`src/rtl/serial_sub_pkg.sv`:
```
// Shared definitions for the bit-serial subtractor.
//   state_t : controller states (2-bit encoding)
//   clog2   : width of a counter able to hold 0..value-1 (never below 1)
package serial_sub_pkg;

  typedef enum logic [1:0] {
    IDLE = 2'd0,
    RUN  = 2'd1,
    DONE = 2'd2
  } state_t;

  function automatic int clog2(input int value);
    int w;
    w = 1;
    while ((1 << w) < value) begin
      w = w + 1;
    end
    return w;
  endfunction

endpackage

```
`src/rtl/serial_sub_if.sv`:
```
// Request/result bundle of the bit-serial subtractor.
//   start          : request, sampled when the subtractor can accept work
//   data_a, data_b : minuend / subtrahend, captured on an accepted start
//   busy           : bits are being processed
//   done           : one-cycle pulse, diff/b_out valid
//   diff, b_out    : (a - b) mod 2^WIDTH and final borrow (a < b)
// master drives requests (client side), slave is the subtractor.
interface serial_sub_if #(
  parameter int WIDTH = 4
);
  logic             start;
  logic [WIDTH-1:0] data_a;
  logic [WIDTH-1:0] data_b;
  logic             busy;
  logic             done;
  logic [WIDTH-1:0] diff;
  logic             b_out;

  modport master (
    output start, data_a, data_b,
    input  busy, done, diff, b_out
  );

  modport slave (
    input  start, data_a, data_b,
    output busy, done, diff, b_out
  );
endinterface

```
`src/rtl/serial_sub_full_sub_bit.sv`:
```
// One-bit full subtractor: a - b - bin.
//   a, b, bin : operand bits and incoming borrow
//   d         : difference bit
//   bout      : outgoing borrow
module full_sub_bit (
  input  logic a,
  input  logic b,
  input  logic bin,
  output logic d,
  output logic bout
);
  assign d    = a ^ b ^ bin;
  assign bout = (~a & b) | (~(a ^ b) & bin);
endmodule

```
`src/rtl/serial_sub.sv`:
```
// Bit-serial unsigned subtractor, LSB first, one bit per clock.
//   clk : clock, rising edge
//   rst : synchronous active-high reset, dominates everything
//   bus : serial_sub_if slave (start/data_a/data_b in, busy/done/diff/b_out out)
// A start seen in IDLE, or on the edge that leaves DONE, latches the operands
// and runs WIDTH bit steps; the final step loads diff/b_out and raises done for
// one cycle. Starts sampled while RUN is in progress are dropped.
module serial_sub
  import serial_sub_pkg::*;
#(
  parameter int WIDTH = 4
) (
  input  logic        clk,
  input  logic        rst,
  serial_sub_if.slave bus
);
  localparam int CW = clog2(WIDTH);
  localparam logic [CW-1:0] LAST = CW'(WIDTH - 1);

  state_t           state_reg;
  logic [CW-1:0]    cnt_reg;
  logic [WIDTH-1:0] a_sh_reg;
  logic [WIDTH-1:0] b_sh_reg;
  logic [WIDTH-1:0] res_reg;
  logic             bw_reg;
  logic             busy_reg;
  logic             done_reg;
  logic [WIDTH-1:0] diff_reg;
  logic             b_out_reg;

  logic             d_bit;
  logic             bw_next;
  logic [WIDTH-1:0] res_next;
  logic             accept;

  full_sub_bit u_bit (
    .a    (a_sh_reg[0]),
    .b    (b_sh_reg[0]),
    .bin  (bw_reg),
    .d    (d_bit),
    .bout (bw_next)
  );

  // New bits enter at the MSB so after WIDTH steps bit 0 holds the LSB result.
  assign res_next = {d_bit, res_reg[WIDTH-1:1]};

  // DONE lasts exactly one cycle, so the edge leaving it may accept the next
  // request; this keeps back-to-back operations at WIDTH+1 cycles each.
  assign accept = bus.start && (state_reg == IDLE || state_reg == DONE);

  always_ff @(posedge clk) begin
    if (rst) begin
      state_reg <= IDLE;
      cnt_reg   <= '0;
      a_sh_reg  <= '0;
      b_sh_reg  <= '0;
      res_reg   <= '0;
      bw_reg    <= 1'b0;
      busy_reg  <= 1'b0;
      done_reg  <= 1'b0;
      diff_reg  <= '0;
      b_out_reg <= 1'b0;
    end else if (accept) begin
      state_reg <= RUN;
      cnt_reg   <= '0;
      a_sh_reg  <= bus.data_a;
      b_sh_reg  <= bus.data_b;
      bw_reg    <= 1'b0;
      busy_reg  <= 1'b1;
      done_reg  <= 1'b0;
    end else begin
      case (state_reg)
        IDLE: begin
          done_reg <= 1'b0;
        end
        RUN: begin
          a_sh_reg <= a_sh_reg >> 1;
          b_sh_reg <= b_sh_reg >> 1;
          res_reg  <= res_next;
          bw_reg   <= bw_next;
          cnt_reg  <= cnt_reg + 1'b1;
          if (cnt_reg == LAST) begin
            state_reg <= DONE;
            busy_reg  <= 1'b0;
            done_reg  <= 1'b1;
            diff_reg  <= res_next;
            b_out_reg <= bw_next;
          end
        end
        DONE: begin
          state_reg <= IDLE;
          done_reg  <= 1'b0;
        end
        default: begin
          state_reg <= IDLE;
          busy_reg  <= 1'b0;
          done_reg  <= 1'b0;
        end
      endcase
    end
  end

  assign bus.busy  = busy_reg;
  assign bus.done  = done_reg;
  assign bus.diff  = diff_reg;
  assign bus.b_out = b_out_reg;

endmodule

```
`src/flat_wrapper.sv`:
```
// flat-port wrapper written by rule: the top's interface ports become plain ports
module serial_sub_flat import serial_sub_pkg::*;
#(
  parameter int WIDTH = 4
)
  (clk, rst, bus_start, bus_data_a, bus_data_b, bus_busy, bus_done, bus_diff, bus_b_out);
  serial_sub_if #(.WIDTH(WIDTH)) bus_i ();
  input  logic clk;
  input  logic rst;
  input wire logic [$bits(bus_i.start)-1:0] bus_start;
  input wire logic [$bits(bus_i.data_a)-1:0] bus_data_a;
  input wire logic [$bits(bus_i.data_b)-1:0] bus_data_b;
  output wire logic [$bits(bus_i.busy)-1:0] bus_busy;
  output wire logic [$bits(bus_i.done)-1:0] bus_done;
  output wire logic [$bits(bus_i.diff)-1:0] bus_diff;
  output wire logic [$bits(bus_i.b_out)-1:0] bus_b_out;
  assign bus_i.start = bus_start;
  assign bus_i.data_a = bus_data_a;
  assign bus_i.data_b = bus_data_b;
  assign bus_busy = bus_i.busy;
  assign bus_done = bus_i.done;
  assign bus_diff = bus_i.diff;
  assign bus_b_out = bus_i.b_out;
  serial_sub #(.WIDTH(WIDTH)) u_core (.clk(clk), .rst(rst), .bus(bus_i));
endmodule
```
`config.mk`:
```
export PLATFORM = sky130hd
export DESIGN_NAME = serial_sub_flat
export DESIGN_NICKNAME = d
export VERILOG_FILES = /design/src/rtl/serial_sub_pkg.sv /design/src/rtl/serial_sub_if.sv /design/src/rtl/serial_sub_full_sub_bit.sv /design/src/rtl/serial_sub.sv /design/src/flat_wrapper.sv
export SDC_FILE = /design/constraint.sdc
export NUM_CORES = 1
export LEC_CHECK = 0
export ABC_AREA = 1
export BUFFER_PORTS_ARGS = -buffer_cell sky130_fd_sc_hd__buf_4
export CORE_MARGIN = 2
export CORE_UTILIZATION = 40
export CTS_CLUSTER_DIAMETER = 150
export DETAILED_ROUTE_END_ITERATION = 10
export PLACE_DENSITY = 0.58
export SYNTH_ARGS = -nofsm -noshare
export SYNTH_HDL_FRONTEND = slang
export SYNTH_SLANG_ARGS = --single-unit
export TNS_END_PERCENT = 30
```
`constraint.sdc`:
```
create_clock -name clk -period 1.4 [get_ports clk]
set_input_delay 0.14 -clock clk [delete_from_list [all_inputs] [get_ports clk]]
set_output_delay 0.14 -clock clk [all_outputs]
set_load 0.01 [all_outputs]
```
==> results.sh <==
export IMPL_outcome="completed"
export IMPL_io_pins=18
export IMPL_area_growth_pct=16.6
export IMPL_synth_most_common_cell="nor2_1"
export IMPL_clk_path_buf_depth=2
export IMPL_syn_nets=142
export IMPL_vias=820
export IMPL_die_area_mm2=0.00284
export IMPL_endpoint_kind="flip-flop"
export IMPL_setup_viol=0
export IMPL_required_ns=1.62
export IMPL_placed_area_mm2=0.00110
export IMPL_synth_area_leaders="dfxtp_1 (47%), nor2_1 (9.7%), nand2_1 (7.3%)"
export IMPL_cap_violations=0
export IMPL_fmax_mhz=831
export IMPL_ir_drop_mv=0.650
export IMPL_synth_top_area_cell="dfxtp_1"
export IMPL_drtAntennaViolNets=0
export IMPL_grt_usage_pct=16.0
export IMPL_hold_buffers=0
export IMPL_drive_gt1_share_pct=19.7
export IMPL_drc=0
export IMPL_grt_pass1_vias=739
export IMPL_final_max_slew_viol_count=0
export IMPL_place_congestion=0.761
export IMPL_postSynthCellCount=129
export IMPL_cts_resized=0
export IMPL_worstPathArrival_ns=1.42
export IMPL_startpoint_type="flip-flop"
export IMPL_synth_ff_latch_count=23
export IMPL_wl_um=1940
export IMPL_cts_htree_levels=1
export IMPL_worst_pin_slew_ns=0.207
export IMPL_numClockSinks=23
export IMPL_hold_path_class="in -> reg"
export IMPL_synth_top_cell_area_share_pct=47.4
export IMPL_num_rows=17
export IMPL_synth_area_um2=971
export IMPL_grt_pass1_wl_um=3240
export IMPL_die_y_um=53.3
export IMPL_final_area_mm2=0.00113
export IMPL_drtIter0Drc=15
export IMPL_synth_common_cells="nor2_1 (25), dfxtp_1 (23), nand2_1 (19), inv_1 (15)"
export IMPL_skew_ns=0.00412
export IMPL_antenna_found_initial=0
export IMPL_fin_nets=161
export IMPL_seqPwrFrac_pct=59.4
export IMPL_cts_reportedPaths_clkPinSlew_ns=0.13
export IMPL_cp_max_fo=15
export IMPL_synth_avg_cell_area_um2=7.53
export IMPL_root_buffer="clkbuf_4"
export IMPL_num_antenna_cells=0
export IMPL_first_pass_iters=4
export IMPL_hold_violations=0
export IMPL_combPwrFrac_pct=15.2
export IMPL_fin_crit_sh_pct=86.0
export IMPL_setup_tns_ns=0
export IMPL_dpl_hpwl_um=1440
export IMPL_switching_share_pct=27.2
export IMPL_min_period_ns=1.20
export IMPL_synth_main_ff_cell="dfxtp_1"
export IMPL_cts_tree="done"
export IMPL_clk_latency_ns=0.31
export IMPL_fin_ws_ns=0.197
export IMPL_numCtsBuffers=3
export IMPL_core_area_mm2=0.00225
export IMPL_post_drt_wl_per_cell_um=11.1
export IMPL_synth_cell_types=20
export IMPL_pre_cts_ws_ns=0.219
export IMPL_path_class="reg -> reg"
export IMPL_port_buffers=17
export IMPL_grt_max_degree=16
export IMPL_power_leakage_nw=0.532
export IMPL_relSlewSlack_pct=86.2
export IMPL_p_sw_w=0.000326
export IMPL_powerDensity_mw_per_mm2=1060
export IMPL_vias_per_cell=4.69
export IMPL_rsz0062_at_grt="no"
export IMPL_yosysWarningCount=0
export IMPL_postCtsSetupBuffers=0
export IMPL_gr_total_overflow=0
export IMPL_synth_edff_count=0
export IMPL_pwr_share_clk_pct=25.3
export IMPL_fp_dieW_um=53.3
export IMPL_p_int_w=0.000871
export IMPL_async_reset_ff_share_pct=0
export IMPL_synth_seq_area_share_pct=47.4
export IMPL_start_util_pct=43.1
## power groups by stage
stage,clock [W],sequential [W],combinational (W)
after global routing,0.000341,0.000715,0.000211
after floorplan,0,0.000722,0.000133
after detailed placement,0,0.000726,0.000181
final,0.000303,0.000711,0.000182
after global placement,0,0.000725,0.000181
after CTS,0.000314,0.000711,0.000183
## layout make-up
| class | count | area (um^2) |
|---|---|---|
| Fill cell | 248 | 1120 |
| Sequential cell | 23 | 460 |
| Multi-Input combinational cell | 83 | 403 |
| Timing Repair Buffer | 18 | 135 |
| Inverter | 19 | 71.3 |
| Tap cell | 28 | 35.0 |
| Clock buffer | 3 | 22.5 |
| Clock inverter | 1 | 5.00 |
## per-layer routing
layer | GRT usage (%) | vias to the layer above | share of wire (%)
met1 | 21.3 | 366 | 50
li1 | - | 436 | -
met2 | 24.5 | 16 | 45
met5 | 0 | - | 0
met4 | 5.13 | 0 | 0.88
met3 | 5.08 | 2 | 3.7
## path summary, 6_finish.rpt
check                                                 startpoint                                to  slack (ns)  cells after the start
worst max-delay path            u_core.state_reg[0]$_SDFFE_PP0P_   u_core.b_sh_reg[0]$_SDFFE_PP0P_        0.20                      7
worst max register to register  u_core.state_reg[0]$_SDFFE_PP0P_   u_core.b_sh_reg[0]$_SDFFE_PP0P_        0.20                      7
worst min-delay path                                         rst  u_core.state_reg[0]$_SDFFE_PP0P_        0.05                      2
worst min register to register   u_core.bus.diff[3]$_SDFFE_PP0P_   u_core.bus.diff[3]$_SDFFE_PP0P_        0.47                      2
## per-stage QoR
| stage | util [%] | hold WS, ns | instances | power (W) |
|---|---|---|---|---|
| finish | 50.2 | 0.0476 | 175 | 0.00120 |
| global route | 50.2 | 0.0319 | 175 | 0.00127 |
| CTS | 50.2 | 0.0402 | 175 | 0.00121 |
| detailed placement | 49.0 | 0.374 | 171 | 0.000908 |
| global placement | 49.0 | 0.361 | 171 | 0.000906 |
| floorplan | - | 0.275 | 129 | 0.000856 |
## kinds of logic (layout without fill, tap and decap cells)
kind of cell	after synthesis	after routing	share of synthesized area (%)
and+or+nand+nor	59	59	26.4
DFF	23	23	47.4
buffers and inverters	23	41	11.1
AOI/OAI and AO/OA	21	21	10.8
adders and majority gates	2	2	3.35
xor gates and xnor gates	1	1	0.902
## worst max-delay path: stages, from the launching register on
cell	delay, ns
dfxtp_1	0.40
inv_2	0.10
nand2_4	0.15
nand2_1	0.16
inv_1	0.14
nand2_1	0.06
nand2_1	0.07
nor2_1	0.04
## cell usage in the layout (no fill, tap or decap), types with 4 or more instances in the layout
cell,instances
a21oi_1,10
nor2_1,25
inv_1,15
inv_2,4
o21ai_0,10
dfxtp_1,23
nand2_1,19
nand3_1,8
buf_4,18
(Power assumes the default switching activity.)
